<file path="config.mk">
export PLATFORM = sky130hd
export DESIGN_NAME = am4_useq
export DESIGN_NICKNAME = d
export VERILOG_FILES = /design/src/rtl/am4_useq.sv
export SDC_FILE = /design/constraint.sdc
export NUM_CORES = 1
export LEC_CHECK = 0
export CAP_MARGIN = 20
export CORE_MARGIN = 2
export CORE_UTILIZATION = 53
export CTS_CLUSTER_DIAMETER = 60
export DETAILED_ROUTE_END_ITERATION = 8
export HOLD_SLACK_MARGIN = 0.06
export PLACE_DENSITY = 0.8
export SLEW_MARGIN = 20
export SYNTH_ARGS = -nofsm -noshare
export SYNTH_HDL_FRONTEND = slang
export SYNTH_SLANG_ARGS = --single-unit
export TNS_END_PERCENT = 30
</file>
<file path="constraint.sdc">
create_clock -name clk -period 3.5 [get_ports clk]
set_clock_uncertainty 0.15 [all_clocks]
set_input_delay 0.35 -clock clk [delete_from_list [all_inputs] [get_ports clk]]
set_output_delay 0.35 -clock clk [all_outputs]
set_load 0.02 [all_outputs]
</file>
<file path="src/rtl/am4_useq.sv">
`default_nettype none
// ============================================================================
//  Module      : am4_useq
//  Description : Microprogram next-address sequencer. Selects the next
//                microcode address from micro-PC, register/counter, LIFO
//                return stack or direct data, and maintains that state.
//  Revision    : 1.0  initial release
// ============================================================================
module am4_useq #(
   parameter int AW = 12,
   parameter int SD = 5
) (
   input  logic          clk,
   input  logic          rst,
   input  logic          ena,
   input  logic [1:0]    s,
   input  logic          fe_n,
   input  logic          pup,
   input  logic          ctl_n,
   input  logic          cte_n,
   input  logic          ci,
   input  logic [AW-1:0] d,
   output logic [AW-1:0] y,
   output logic          zero,
   output logic          full,
   output logic          empty,
   output logic          sov,
   output logic          sun
);

   // Stack pointer must represent 0..SD inclusive.
   localparam int             SPW  = $clog2(SD + 1);
   localparam logic [SPW-1:0] C_SD = SPW'(SD);

   logic [AW-1:0]  upc_q, upc_d;
   logic [AW-1:0]  rc_q,  rc_d;
   logic [SPW-1:0] sp_q,  sp_d;
   logic [AW-1:0]  stk_q [SD];
   logic [AW-1:0]  stk_d [SD];
   logic           sov_q, sov_d;
   logic           sun_q, sun_d;

   logic [SPW-1:0] w_top_idx;
   logic           w_push;
   logic           w_pop;

   assign w_top_idx = sp_q - SPW'(1);
   assign w_push    = ~fe_n &  pup;
   assign w_pop     = ~fe_n & ~pup;

   assign zero  = (rc_q == '0);
   assign full  = (sp_q == C_SD);
   assign empty = (sp_q == '0);
   assign sov   = sov_q;
   assign sun   = sun_q;

   // Next-address mux; an empty stack reads as address 0.
   always_comb begin
      y = d;
      case (s)
         2'b00:   y = upc_q;
         2'b01:   y = rc_q;
         2'b10:   y = empty ? '0 : stk_q[w_top_idx];
         default: y = d;
      endcase
   end

   // Next-state: PC, stack and counter update independently from pre-edge values.
   always_comb begin
      upc_d = upc_q;
      rc_d  = rc_q;
      sp_d  = sp_q;
      stk_d = stk_q;
      sov_d = sov_q;
      sun_d = sun_q;
      if (ena) begin
         upc_d = y + AW'(ci);
         // The pushed return address is the current micro-PC, not y.
         if (w_push) begin
            if (!full) begin
               stk_d[sp_q] = upc_q;
               sp_d        = sp_q + SPW'(1);
            end else begin
               sov_d = 1'b1;
            end
         end else if (w_pop) begin
            if (!empty) begin
               sp_d = sp_q - SPW'(1);
            end else begin
               sun_d = 1'b1;
            end
         end
         // Load wins over decrement; decrement wraps 0 to all-ones.
         if (!ctl_n) begin
            rc_d = d;
         end else if (!cte_n) begin
            rc_d = rc_q - AW'(1);
         end
      end
   end

   // State registers with asynchronous clear of every entry and sticky flag.
   always_ff @(posedge clk or posedge rst) begin
      if (rst) begin
         upc_q <= '0;
         rc_q  <= '0;
         sp_q  <= '0;
         sov_q <= 1'b0;
         sun_q <= 1'b0;
         for (int i = 0; i < SD; i++) begin
            stk_q[i] <= '0;
         end
      end else begin
         upc_q <= upc_d;
         rc_q  <= rc_d;
         sp_q  <= sp_d;
         sov_q <= sov_d;
         sun_q <= sun_d;
         for (int i = 0; i < SD; i++) begin
            stk_q[i] <= stk_d[i];
         end
      end
   end

endmodule
`default_nettype wire

</file>
==> results.yml, run 1 <==
run_status:
  outcome: "finished clean"
critical_path:
  critPathTopFamily: "buffers and inverters"
  cp.buffers_inverters: 3
  worstSetupPathType: "flop to primary output"
  crit_fanout: 7
  cp_cell_sequence: "inv_1 > ha_1 > buf_4 > mux4_2 > o211ai_1 > o221ai_1 > o21a_1 > clkdlybuf4s50_1"
  endpoint_kind: "primary output"
  startpoint_type: "flop"
  slowest_delay_ns: 0.56
  worstPathArrival_ns: 2.96
  critPathRequiredTime_ns: 3.00
  cpMaxStageDelayCell: "clkdlybuf4s50_1"
floorplan:
  die_h_um: 100
  die_area_um2: 10100
  core.rowCount: 35
  fp.coreArea_um2: 9110
  initial_core_util: 0.540
  die_x_um: 100
  io_pins: 39
clock_tree:
  clockBufferDepth: 2
  clk-insertion-delay-late_ns: 0.37
  numClockSinks: 89
  hold_buffers: 0
  cts_made_buffers: 9
  h-tree-depth: 3
  cts.clk_slew.worst_paths_ns: 0.09
  root_buffer: "clkbuf_8"
  cts_tree: "built"
logic_synthesis:
  synthXorXnorAreaFrac: 0.0160
  synthCells: 440
  synth-compound-area-share: 0.144
  muxShareOfSynthArea: 0.210
  synth_area_per_cell_um2: 11.2
  syn-num-nets: 469
  ys_types: 58
  syn_area_um2: 4910
  yosys.area_share.simple: 0.124
  synth_top_family_by_area: "multiplexers"
  synth_edf_count: 0
  ys_seq_area_frac: 0.453
  ys.flop_type: "dfrtp_1"
  yosys.area_share.adder: 0.0178
  synth-seq-cells: 89
  async_flop_share: 1.00
  yosysWarnings: 0
placement:
  gp_congestion: 0.912
  io_buffer_count: 38
  dp.final_hpwl_um: 8740
timing:
  fin_crit_ns: 3.46
  setup_tns_ns: 0
  worstMarginPinSlew_ns: 0.834
  rsz0062_at_grt: "true"
  finalMaxSlewViolations: 0
  relSlewSlack: 0.444
  report.final.setup_viol: 0
  period_share: 0.989
  hold_viol_final: 0
  fmax_ghz: 0.289
power:
  p_leak_nw: 2.54
  seqPwrFrac: 0.396
  p_comb_frac: 0.412
  switching_share: 0.354
  intPower_mw: 2.89
  p_sw_mw: 1.58
  power.share.clock: 0.192
  ir_drop_mv: 0.364
  power_density_nw_per_um2: 775
grt:
  grt_pass1_wl_um: 19400
  met3_usage: 0.0355
  gr-total-overflow: 0
  use_met2: 0.420
  grt.total_usage: 0.249
  use_met1: 0.327
  grt_pass1_vias: 3866
  grt_max_degree: 49
  top_usage_layer: "met2"
  antenna_found_initial: 0
worst_hold_path:
  hold_path.class: "primary input to async pin"
run:
  drv_cap: 0
drt:
  vias: 3753
  postRouteAntennaNets: 0
  first_pass_iters: 5
  viasPerCell: 6.26
  wl_um: 12000
  drtIter0Drc: 229
  wl_per_cell_um: 19.9
  drc: 0
layout:
  final_util: 0.632
  num_antenna_cells: 0
  post_route_cells_drive_above_1_share: 0.264
  finalNetCount: 513
  syn2layout_area_growth_pct: 17.2
  n_fill_cell: 697
flip-flops by register name (all words and copies together), names as in the netlist:
name / count
sun: 1
stk_q: 60
upc_q: 12
rc_q: 12
sov: 1
sp_q: 3
worst paths after layout:
check / start / end / slack (ns) / depth (start not counted)
min: rst / stk_q[23]$_DFFE_PP0P_ / 0.28 / 2
max in group asynchronous: rst / rc_q[10]$_DFFE_PP0P_ / 2.23 / 3
min in group clk: sov$_DFFE_PP0P_ / sov$_DFFE_PP0P_ / 0.33 / 1
max reg2reg: sp_q[0]$_DFFE_PP0P_ / upc_q[11]$_DFFE_PP0P_ / 0.37 / 13
min reg2reg: sov$_DFFE_PP0P_ / sov$_DFFE_PP0P_ / 0.33 / 1
max: sp_q[0]$_DFFE_PP0P_ / y[9] / 0.04 / 8
synthesized netlist by cell type (4+ instances only):
cell type	number	area share
dfrtp_1	89	0.45
mux2_2	64	0.15
nand2_1	34	0.026
nor2_1	29	0.022
a21oi_1	26	0.026
o21ai_0	17	0.017
inv_1	15	0.011
nand3_1	14	0.014
clkbuf_1	9	0.0069
mux4_2	9	0.041
o22ai_1	8	0.010
ha_1	7	0.018
o211ai_1	7	0.011
a221oi_1	6	0.011
o211a_1	6	0.012
or3_1	6	0.0076
xor2_1	6	0.011
a31oi_1	5	0.0064
buf_2	5	0.0051
o22a_1	5	0.0089
and2b_1	4	0.0061
buf_1	4	0.0031
nor2b_1	4	0.0051
or4_1	4	0.0061
cell usage in the layout (no fill, tap or decap), drive strengths merged, types with 6 or more instances in the layout:
| cell | Yosys | routed |
|---|---|---|
| a221oi | 6 | 6 |
| inv | 15 | 16 |
| mux4 | 12 | 12 |
| xor2 | 6 | 6 |
| clkbuf | 10 | 10 |
| o211ai | 7 | 7 |
| buf | 13 | 18 |
| or3 | 6 | 6 |
| nor2 | 33 | 33 |
| dfrtp | 89 | 89 |
| clkdlybuf4s50 | 0 | 33 |
| o211a | 6 | 6 |
| nand3 | 14 | 14 |
| nand2 | 34 | 34 |
| ha | 7 | 7 |
| o22ai | 8 | 8 |
| o21ai | 18 | 18 |
| mux2 | 64 | 64 |
| a21oi | 26 | 26 |
power by group through the flow:
stage | combinational, mW | clock [mW] | sequential, mW
after detailed placement | 1.82 | 0 | 1.78
final | 1.84 | 0.857 | 1.77
after floorplan | 1.37 | 0 | 1.65
after global placement | 1.75 | 0 | 1.74
after CTS | 1.84 | 0.869 | 1.75
after global routing | 1.98 | 0.913 | 1.81
routing by layer:
layer | vias to the layer above | routed length (µm)
met2 | 131 | 5970
met5 | - | 0
li1 | 1722 | -
met1 | 1871 | 5120
met3 | 29 | 577
met4 | 0 | 291
what timing repair did:
item / 4_1_cts / 5_1_grt
buffers inserted: 1 / 0
endpoints found under the setup margin: 5 / 7
resized for setup: 5 / 6
pin swaps: 0 / 1
gates cloned: 0 / 0
metrics by stage:
| stage | std cells | hold WS (ns) | setup WS, ns | instance area (µm²) | power, mW |
|---|---|---|---|---|---|
| 4_1_cts | 600 | 0.320 | 0.00630 | 5740 | 4.46 |
| 5_1_grt | 600 | 0.356 | -0.0622 | 5760 | 4.70 |
| 3_3_place_gp | 583 | 0.308 | 0.325 | 5480 | 3.49 |
| 2_1_floorplan | 440 | 0.296 | 0.000677 | 4930 | 3.03 |
| 6_report | 600 | 0.284 | 0.0369 | 5760 | 4.47 |
| 3_5_place_dp | 583 | 0.313 | 0.261 | 5480 | 3.60 |
cell type report:
| cell class | count | area (µm²) | area share |
|---|---|---|---|
| repair buffers | 56 | 546 | 0.0947 |
| clock buffers | 10 | 128 | 0.0222 |
| flip-flops and latches | 89 | 2230 | 0.387 |
| multi-input cells | 313 | 2550 | 0.443 |
| well taps | 111 | 139 | 0.0241 |
| inverters | 15 | 57.6 | 0.0100 |
| clock inverters | 6 | 113 | 0.0196 |
logic make-up after synthesis:
| logic type | count (synthesis) |
|---|---|
| AOI/OAI and AO/OA | 103 |
| xor gates and xnor gates | 9 |
| adders and majority gates | 7 |
| buffers and inverters | 38 |
| DFF | 89 |
| muxes | 79 |
| and+or+nand+nor | 115 |
Note: power is estimated with default switching activity, not from simulation.
==> run 2, diff against run 1 <==
--- a/config.mk
+++ b/config.mk
@@ -10,8 +10,10 @@
 export CORE_UTILIZATION = 53
 export CTS_CLUSTER_DIAMETER = 60
 export DETAILED_ROUTE_END_ITERATION = 8
+export GPL_ROUTABILITY_DRIVEN = 0
 export HOLD_SLACK_MARGIN = 0.06
 export PLACE_DENSITY = 0.8
+export SETUP_SLACK_MARGIN = 0.05
 export SLEW_MARGIN = 20
 export SYNTH_ARGS = -nofsm -noshare
 export SYNTH_HDL_FRONTEND = slang
==> run 2 against run 1 <==
Effect of this change: combinational power about the same; clock-buffer cell count unchanged; sequential cell count unchanged; non-clock buffer count decreased by 3; largest power group unchanged; highest routed layer unchanged; largest cell class unchanged; maximum frequency increased by 4.3%; via count increased by 2.0%; sequential power about the same; setup slack improved by 0.14 ns; first-iteration DRC count increased by 7.4%; die area unchanged; critical endpoint is now y[3]; sequential share of layout area increased by 0.37 points.
==> results.yml, run 2 (same netlist as run 1, synthesis figures left out) <==
timing:
  finalMaxSlewViolations: 0
  relSlewSlack: 0.497
  fmax_ghz: 0.301
  period_share: 0.949
  setup_tns_ns: 0
  report.final.setup_viol: 0
  fin_crit_ns: 3.32
  hold_viol_final: 0
  rsz0062_at_grt: "false"
  worstMarginPinSlew_ns: 0.753
  hold_slack_ns: 0.254
floorplan:
  die_x_um: 100
  initial_core_util: 0.540
  io_pins: 39
  die_h_um: 100
  die_area_um2: 10100
  fp.coreArea_um2: 9110
  core.rowCount: 35
clock_tree:
  cts.clk_slew.worst_paths_ns: 0.09
  cts_tree: "built"
  clk-insertion-delay-late_ns: 0.37
  h-tree-depth: 3
  numClockSinks: 89
  root_buffer: "clkbuf_8"
  hold_buffers: 0
  clockBufferDepth: 2
  cts_made_buffers: 9
  cts_setup_buffers: 0
worst_hold_path:
  hold_path.class: "primary input to async pin"
grt:
  antenna_found_initial: 0
  grt_pass1_vias: 3976
  grt_pass1_wl_um: 20200
  gr-total-overflow: 0
  grt.total_usage: 0.262
  grt_max_degree: 49
drt:
  drtIter0Drc: 246
  first_pass_iters: 5
  wl_um: 12300
  wl_per_cell_um: 20.6
  vias: 3828
  viasPerCell: 6.41
  postRouteAntennaNets: 0
  drc: 0
layout:
  top_regs: "stk_q: 60 flops, rc_q: 12 flops, upc_q: 12 flops"
  largest_reg_flops: 60
  post_route_cells_drive_above_1_share: 0.261
  syn2layout_area_growth_pct: 16.1
  top_register: "stk_q"
  mostFrequentLayoutCells: "dfrtp_1, mux2_2, nand2_1"
  finalNetCount: 510
  n_fill_cell: 737
  final_common_cell: "dfrtp_1"
  num_antenna_cells: 0
power:
  ir_drop_mv: 0.321
  seqPwrFrac: 0.408
  p_sw_mw: 1.63
  power_density_nw_per_um2: 768
  p_leak_nw: 2.53
  switching_share: 0.372
  p_comb_frac: 0.425
  power.share.clock: 0.167
  intPower_mw: 2.76
critical_path:
  worstSetupPathType: "flop to primary output"
  cp_cell_sequence: "inv_1 > ha_1 > buf_4 > and4b_4 > o21ai_2 > o221ai_2 > o21a_1 > clkdlybuf4s50_1"
  r2r_setup_slack_ns: 0.38
  ff2ff_path_depth: 13
  endpoint_kind: "primary output"
  crit_fanout: 6
  reg2reg_to: "upc_q[11]$_DFFE_PP0P_"
  slowest_delay_ns: 0.62
  critPathRequiredTime_ns: 3.00
  cpMaxStageDelayCell: "clkdlybuf4s50_1"
  rr_startpoint: "sp_q[1]$_DFFE_PP0P_"
  worstPathArrival_ns: 2.82
  startpoint_type: "flop"
run:
  drv_cap: 0
placement:
  dp.final_hpwl_um: 8940
  io_buffer_count: 38
run_status:
  outcome: "finished clean"
[run 2: changes by cell type in the layout (fill, tap and decap cells not counted), moves of 2 or more]
cell | before | now
buf_4 | 16 | 12
bufinv_16 | 3 | 1
clkdlybuf4s50_1 | 33 | 26
clkinvlp_4 | 0 | 2
dlygate4sd2_1 | 2 | 7
dlymetal6s2s_1 | 3 | 5
[run 2: worst max-delay path by stage]
stage,start,endpoint,slack (ns),cells after the start
finish,sp_q[1]$_DFFE_PP0P_,y[3],0.18,8
global route,sp_q[1]$_DFFE_PP0P_,y[3],0.05,8
CTS,rc_q[3]$_DFFE_PP0P_,zero,0.06,5
detailed placement,sp_q[1]$_DFFE_PP0P_,y[11],0.30,8
global placement,s[1],y[10],0.41,7
floorplan,sp_q[0]$_DFFE_PP0P_,upc_q[11]$_DFFE_PP0P_,0.05,16
[run 2: final cells by class]
class	count	area, µm²	share of cell area
Inverter	15	57.6	0.0101
Multi-Input combinational cell	313	2550	0.448
Sequential cell	89	2230	0.390
Clock inverter	6	73.8	0.0129
Tap cell	111	139	0.0243
Clock buffer	10	128	0.0224
Timing Repair Buffer	53	526	0.0921
[run 2: stage by stage]
stage                     area, µm²  total power, mW   util  setup WS (ns)  instances
after floorplan                4940             3.04      -         0.0530        440
after global placement         5470             3.50  0.600          0.411        581
after detailed placement       5470             3.61  0.600          0.301        581
after CTS                      5690             4.36  0.625         0.0596        597
after global routing           5710             4.64  0.627         0.0516        597
final                          5710             4.38  0.627          0.179        597
[run 2: power groups by stage]
stage                     registers (mW)  clock network (mW)  logic (mW)
after floorplan                     1.65                   0        1.39
after global placement              1.74                   0        1.76
after detailed placement            1.78                   0        1.83
after CTS                           1.77               0.737        1.85
after global routing                1.84               0.790        2.01
final                               1.79               0.730        1.87
[run 2: critical path, delay by kind of cell, from the launching register on]
family,cells,cell delay (ns)
buf+inv,3,0.89
compound gates,3,0.52
flops,1,0.42
fa+ha+maj,1,0.37
simple gates,1,0.25
[run 2: per-layer routing]
| layer | up-vias | track usage | share of wire |
|---|---|---|---|
| met1 | 1892 | 0.324 | 0.40 |
| met5 | - | 0 | 0 |
| met4 | 0 | 0.155 | 0.043 |
| li1 | 1724 | - | - |
| met2 | 169 | 0.433 | 0.50 |
| met3 | 43 | 0.0467 | 0.064 |
[run 2: repair_timing]
item	CTS	global route
endpoints found under the hold margin	0	0
endpoints found under the setup margin	10	10
resized for setup	12	7
==> run 3, diff against run 2 <==
--- a/config.mk
+++ b/config.mk
@@ -6,6 +6,7 @@
 export NUM_CORES = 1
 export LEC_CHECK = 0
 export CAP_MARGIN = 20
+export CORE_ASPECT_RATIO = 0.6
 export CORE_MARGIN = 2
 export CORE_UTILIZATION = 53
 export CTS_CLUSTER_DIAMETER = 60
==> run 3 against run 2 <==
Effect of this change: critical path depth stayed put; global-route usage is 1.7 points higher; cell area is 2.1% higher; sequential power hardly changed; largest power group unchanged.
==> results.yml, run 3 (same netlist as run 1, synthesis figures left out) <==
run_status:
  outcome: "finished clean"
timing:
  relSlewSlack: 0.490
  report.final.setup_viol: 0
  rsz0062_at_grt: "true"
  fin_crit_ns: 3.31
  setup_tns_ns: 0
  worstMarginPinSlew_ns: 0.762
  finalMaxSlewViolations: 0
  setup_ws_ns: 0.188
  hold_viol_final: 0
  fmax_ghz: 0.302
  period_share: 0.946
placement:
  io_buffer_count: 38
  dp_slack_ns: 0.227
  dp.final_hpwl_um: 9440
  dpl.cell_count: 586
layout:
  largest_reg_flops: 60
  num_antenna_cells: 0
  layout.cells.non_filler: 602
  final_util: 0.641
  top_register: "stk_q"
  finalNetCount: 510
  syn2layout_area_growth_pct: 18.6
  post_route_cells_drive_above_1_share: 0.272
  top_regs: "stk_q: 60 flops, rc_q: 12 flops, upc_q: 12 flops"
  mostFrequentLayoutCells: "dfrtp_1, mux2_2, nand2_1"
  final_common_cell: "dfrtp_1"
critical_path:
  reg2reg_to: "upc_q[11]$_DFFE_PP0P_"
  endpoint_kind: "primary output"
  setup.worst_path.end: "y[3]"
  ff2ff_path_depth: 13
  startpoint_type: "flop"
  worstSetupPathType: "flop to primary output"
  rr_startpoint: "sp_q[1]$_DFFE_PP0P_"
  critPathLaunch: "sp_q[1]$_DFFE_PP0P_"
  r2r_setup_slack_ns: 0.28
  crit_fanout: 10
  worstPathArrival_ns: 2.81
  critPathRequiredTime_ns: 3.00
clock_tree:
  root_buffer: "clkbuf_16"
  numClockSinks: 89
  cts_setup_buffers: 0
  h-tree-depth: 3
  clockBufferDepth: 2
  cts.clk_slew.worst_paths_ns: 0.07
  clk-insertion-delay-late_ns: 0.35
  hold_buffers: 0
  cts_made_buffers: 9
  cts_tree: "built"
drt:
  viasPerCell: 6.46
  first_pass_iters: 5
  wl_um: 13100
  postRouteAntennaNets: 0
  vias: 3890
  drc: 0
  drtIter0Drc: 374
  wl_per_cell_um: 21.7
grt:
  gr-total-overflow: 0
  grt.total_usage: 0.280
  grt_pass1_wl_um: 21200
  antenna_found_initial: 0
  grt_pass1_vias: 3929
  grt_max_degree: 36
floorplan:
  core.rowCount: 27
  initial_core_util: 0.541
  fp.coreArea_um2: 9090
  io_pins: 39
  die_x_um: 128
  die_h_um: 78.6
  die_area_um2: 10100
power:
  p_leak_nw: 2.55
  ir_drop_mv: 0.425
  power_mw: 4.71
  power_density_nw_per_um2: 808
run:
  drv_cap: 0
worst_hold_path:
  hold_path.class: "primary input to async pin"
## run 3: cell count changes in the layout (fill, tap and decap cells not counted), moves of 2 or more
| cell | previous run | this run |
|---|---|---|
| clkbuf_8 | 9 | 0 |
| buf_4 | 12 | 14 |
| inv_1 | 14 | 12 |
| inv_2 | 0 | 2 |
| clkbuf_16 | 0 | 9 |
| dlymetal6s2s_1 | 5 | 3 |
## run 3: worst min path at each step
stage               startpoint                    end
2_1_floorplan              pup        sun$_DFFE_PP0P_
3_3_place_gp   sun$_DFFE_PP0P_        sun$_DFFE_PP0P_
3_5_place_dp   sun$_DFFE_PP0P_        sun$_DFFE_PP0P_
4_1_cts                    rst  stk_q[53]$_DFFE_PP0P_
5_1_grt                    rst  stk_q[43]$_DFFE_PP0P_
6_report                   rst  stk_q[53]$_DFFE_PP0P_
## run 3: layout make-up
class	instances	area, µm²
Tap cell	116	145
Clock buffer	10	229
Sequential cell	89	2230
Clock inverter	6	91.3
Multi-Input combinational cell	313	2570
Timing Repair Buffer	53	503
Fill cell	718	3260
Inverter	15	57.6
## run 3: layer usage
layer | global-route usage | vias up | routed length (µm)
li1 | - | 1715 | -
met1 | 0.413 | 1941 | 5950
met2 | 0.411 | 208 | 5690
met3 | 0.0648 | 26 | 1190
met4 | 0.0846 | 0 | 256
met5 | 0 | - | 0
## run 3: critical path, stage by stage (launching register included)
cell	delay, ns
dfrtp_2	0.41
inv_2	0.08
ha_1	0.31
buf_4	0.21
and4b_4	0.29
o21ai_2	0.09
o221ai_2	0.23
o21a_1	0.23
clkdlybuf4s50_1	0.62
## run 3: power by group
group	switching (mW)	internal [mW]	total (mW)	leakage (nW)
Clock	0.418	0.628	1.05	0.145
Sequential	0.344	1.44	1.78	1.09
Combinational	0.914	0.964	1.88	1.31
## run 3: through the flow
stage	area, µm²	hold WS [ns]
global route	5830	0.185
detailed placement	5460	0.313
CTS	5790	0.163
floorplan	4940	0.296
finish	5830	0.155
global placement	5460	0.309
## run 3: timing repair
item,CTS,global route
resized for setup,13,11
pin swaps,0,2
cloned,0,0
endpoints found under the setup margin,11,12
==> RTL edit (config.mk and constraints of run 2) <==
Make the reset (`rst`) synchronous in one clocked block. Comments in the files are not updated.
--- a/src/rtl/am4_useq.sv
+++ b/src/rtl/am4_useq.sv
@@ -102,3 +102,3 @@
    // State registers with asynchronous clear of every entry and sticky flag.
-   always_ff @(posedge clk or posedge rst) begin
+   always_ff @(posedge clk) begin
       if (rst) begin
Formal check against the unedited RTL: differs if rst is asserted again (counterexample within 4 cycles, from zero or initial values and one cycle with rst high); with rst held inactive, the same outputs for 4 cycles.
==> RTL edit against run 2 <==
  * Worst setup slack got worse by 48 ps
  * Sequential cell count unchanged
  * Cell count is 12% higher
  * Final area fell by 4.6%
  * Area after synthesis down 2.9%
  * Routed wire length hardly changed
  * Largest cell class unchanged
Power is not compared: it rests on default switching activity, and its combinational part moved more than twofold at a synthesized area within 25%.
==> RTL edit: results (changes against run 2) <==
post-synthesis async set-or-reset flop share: 0% (-100 points)
Syn Inst Count: 529 (+20%)
Unique masters post-synth: 69 (+19%)
Skew-Pair Late Insertion Delay: 360 ps
vias per cell: 6.18 (-3.6%)
synthesis warning total: 0 (unchanged)
antenna violations before repair: 0 (unchanged)
CP peak stage delay: 680 ps (+60 ps)
placed cell area: 5210 um^2 (-4.7%)
Nets: 584 (+15%)
filler-free cell count of the finished design: 668 (+12%)
DR WL/cell: 18.4 um (-11%)
number of buffers added on ports: 38 (unchanged)
DRT Pass-1 Iters: 5 (unchanged)
Main synth FF type: dfxtp_1
Clk Tree Root Cell: clkbuf_8
Slew headroom: 37.0% (-13 points)
CP Max Fanout: 8 (+2)
largest net degree at the start of global routing: 44 (-10%)
initial DRC count: 215 (-13%)
slowest library cell on the worst path: clkdlybuf4s50_1
Synthesized Nets: 558 (+19%)
htree depth: 3 (unchanged)
number of global-route vias before repair: 4,054 (+2.0%)
largest registers: stk_q x60, rc_q x12, upc_q x12
worst hold path class: reg -> reg
clock-pin transition on the worst setup and hold timing paths: 90 ps (about the same)
fillers: 757 (+2.7%)
sequential-to-total area share from yosys stat: 37.3% (-8.0 points)
Critical Path AT: 2870 ps (+50 ps)
internal power component: 0.00157 W
TritonCTS buffer count: 9 (unchanged)
reg2reg setup slack: 290 ps (-90 ps)
CTS max path bufs: 2 (unchanged)
Max VDD drop: 0.000203 V
layout cells sized above 1: 12.1% (-14 points)
wire length of the first global-routing pass: 19.9 mm (-1.2%)
Post-Place Cells: 651 (+12%)
Post-synth top cells: nor2_1 (93), dfxtp_1 (89), mux2i_1 (60), nand2_1 (36), a21oi_1 (34)
Pleak: 2.30 nW
total global-route track usage: 25.4% (-0.88 points)
Synth area leaders: dfxtp_1 (37%), mux2i_1 (13%), nor2_1 (7.3%)
DP HPWL: 8.91 mm (-0.35%)
ANT cells: 0 (unchanged)
status: finished clean
## RTL edit: per-stage QoR
step                      setup WS, ps  hold slack, ps
after floorplan                   88.3             283
final                              131             308
after detailed placement           260             296
after global placement             325             292
after CTS                         11.2             310
after global routing             -9.32             332
## RTL edit: worst max-delay path, delay by kind of cell (launching register included)
kind / cells / cell delay (ps)
flip-flops: 1 / 420
adder cells (fa/ha/maj): 1 / 350
AND/OR/NAND/NOR: 1 / 290
AO/OA/AOI/OAI: 2 / 650
buffers and inverters: 2 / 800
## RTL edit: layout make-up
| cell class | count | area (um^2) | area share, % |
|---|---|---|---|
| well taps | 108 | 135 | 2.48 |
| inverters | 12 | 47.5 | 0.874 |
| repair buffers | 55 | 507 | 9.31 |
| clock buffers | 10 | 138 | 2.53 |
| clock inverters | 6 | 72.6 | 1.33 |
| multi-input cells | 388 | 2760 | 50.7 |
| flip-flops and latches | 89 | 1780 | 32.7 |
## RTL edit: cell families after synthesis
kind of cell,share of synthesized area (%)
flip-flops,37.3
multiplexers,18.2
buffers and inverters,5.29
AO/OA/AOI/OAI,15.2
XOR/XNOR,1.31
adder cells (fa/ha/maj),1.83
AND/OR/NAND/NOR,20.8
## RTL edit: power by group through the flow
stage	Clock (W)	Combinational, W	Sequential, W
global placement	0	0.000396	0.00110
global route	0.000798	0.000449	0.00108
finish	0.000750	0.000415	0.00108
floorplan	0	0.000291	0.00109
CTS	0.000758	0.000408	0.00108
detailed placement	0	0.000405	0.00110
## RTL edit: per-layer routing
| metal | routed length, um | global-route usage [%] | up-vias |
|---|---|---|---|
| met5 | 0 | 0 | - |
| met4 | 282 | 10.9 | 0 |
| met3 | 801 | 3.83 | 33 |
| met2 | 6040 | 43.7 | 177 |
| met1 | 5190 | 31.5 | 1959 |
| li1 | - | - | 1962 |
## RTL edit: final timing paths
kind              depth (start not counted)        end       from
hold / removal                            2  stk_q[58]  stk_q[58]
setup reg to reg                         11  upc_q[10]    sp_q[1]
hold reg to reg                           2  stk_q[58]  stk_q[58]
setup / recovery                          6       y[3]    sp_q[1]
## RTL edit: what timing repair did
action | 4_1_cts | 5_1_grt
pin swaps | 0 | 1
gates resized for setup | 1 | 4
buffers inserted | 0 | 1
endpoints found under the setup margin | 3 | 7
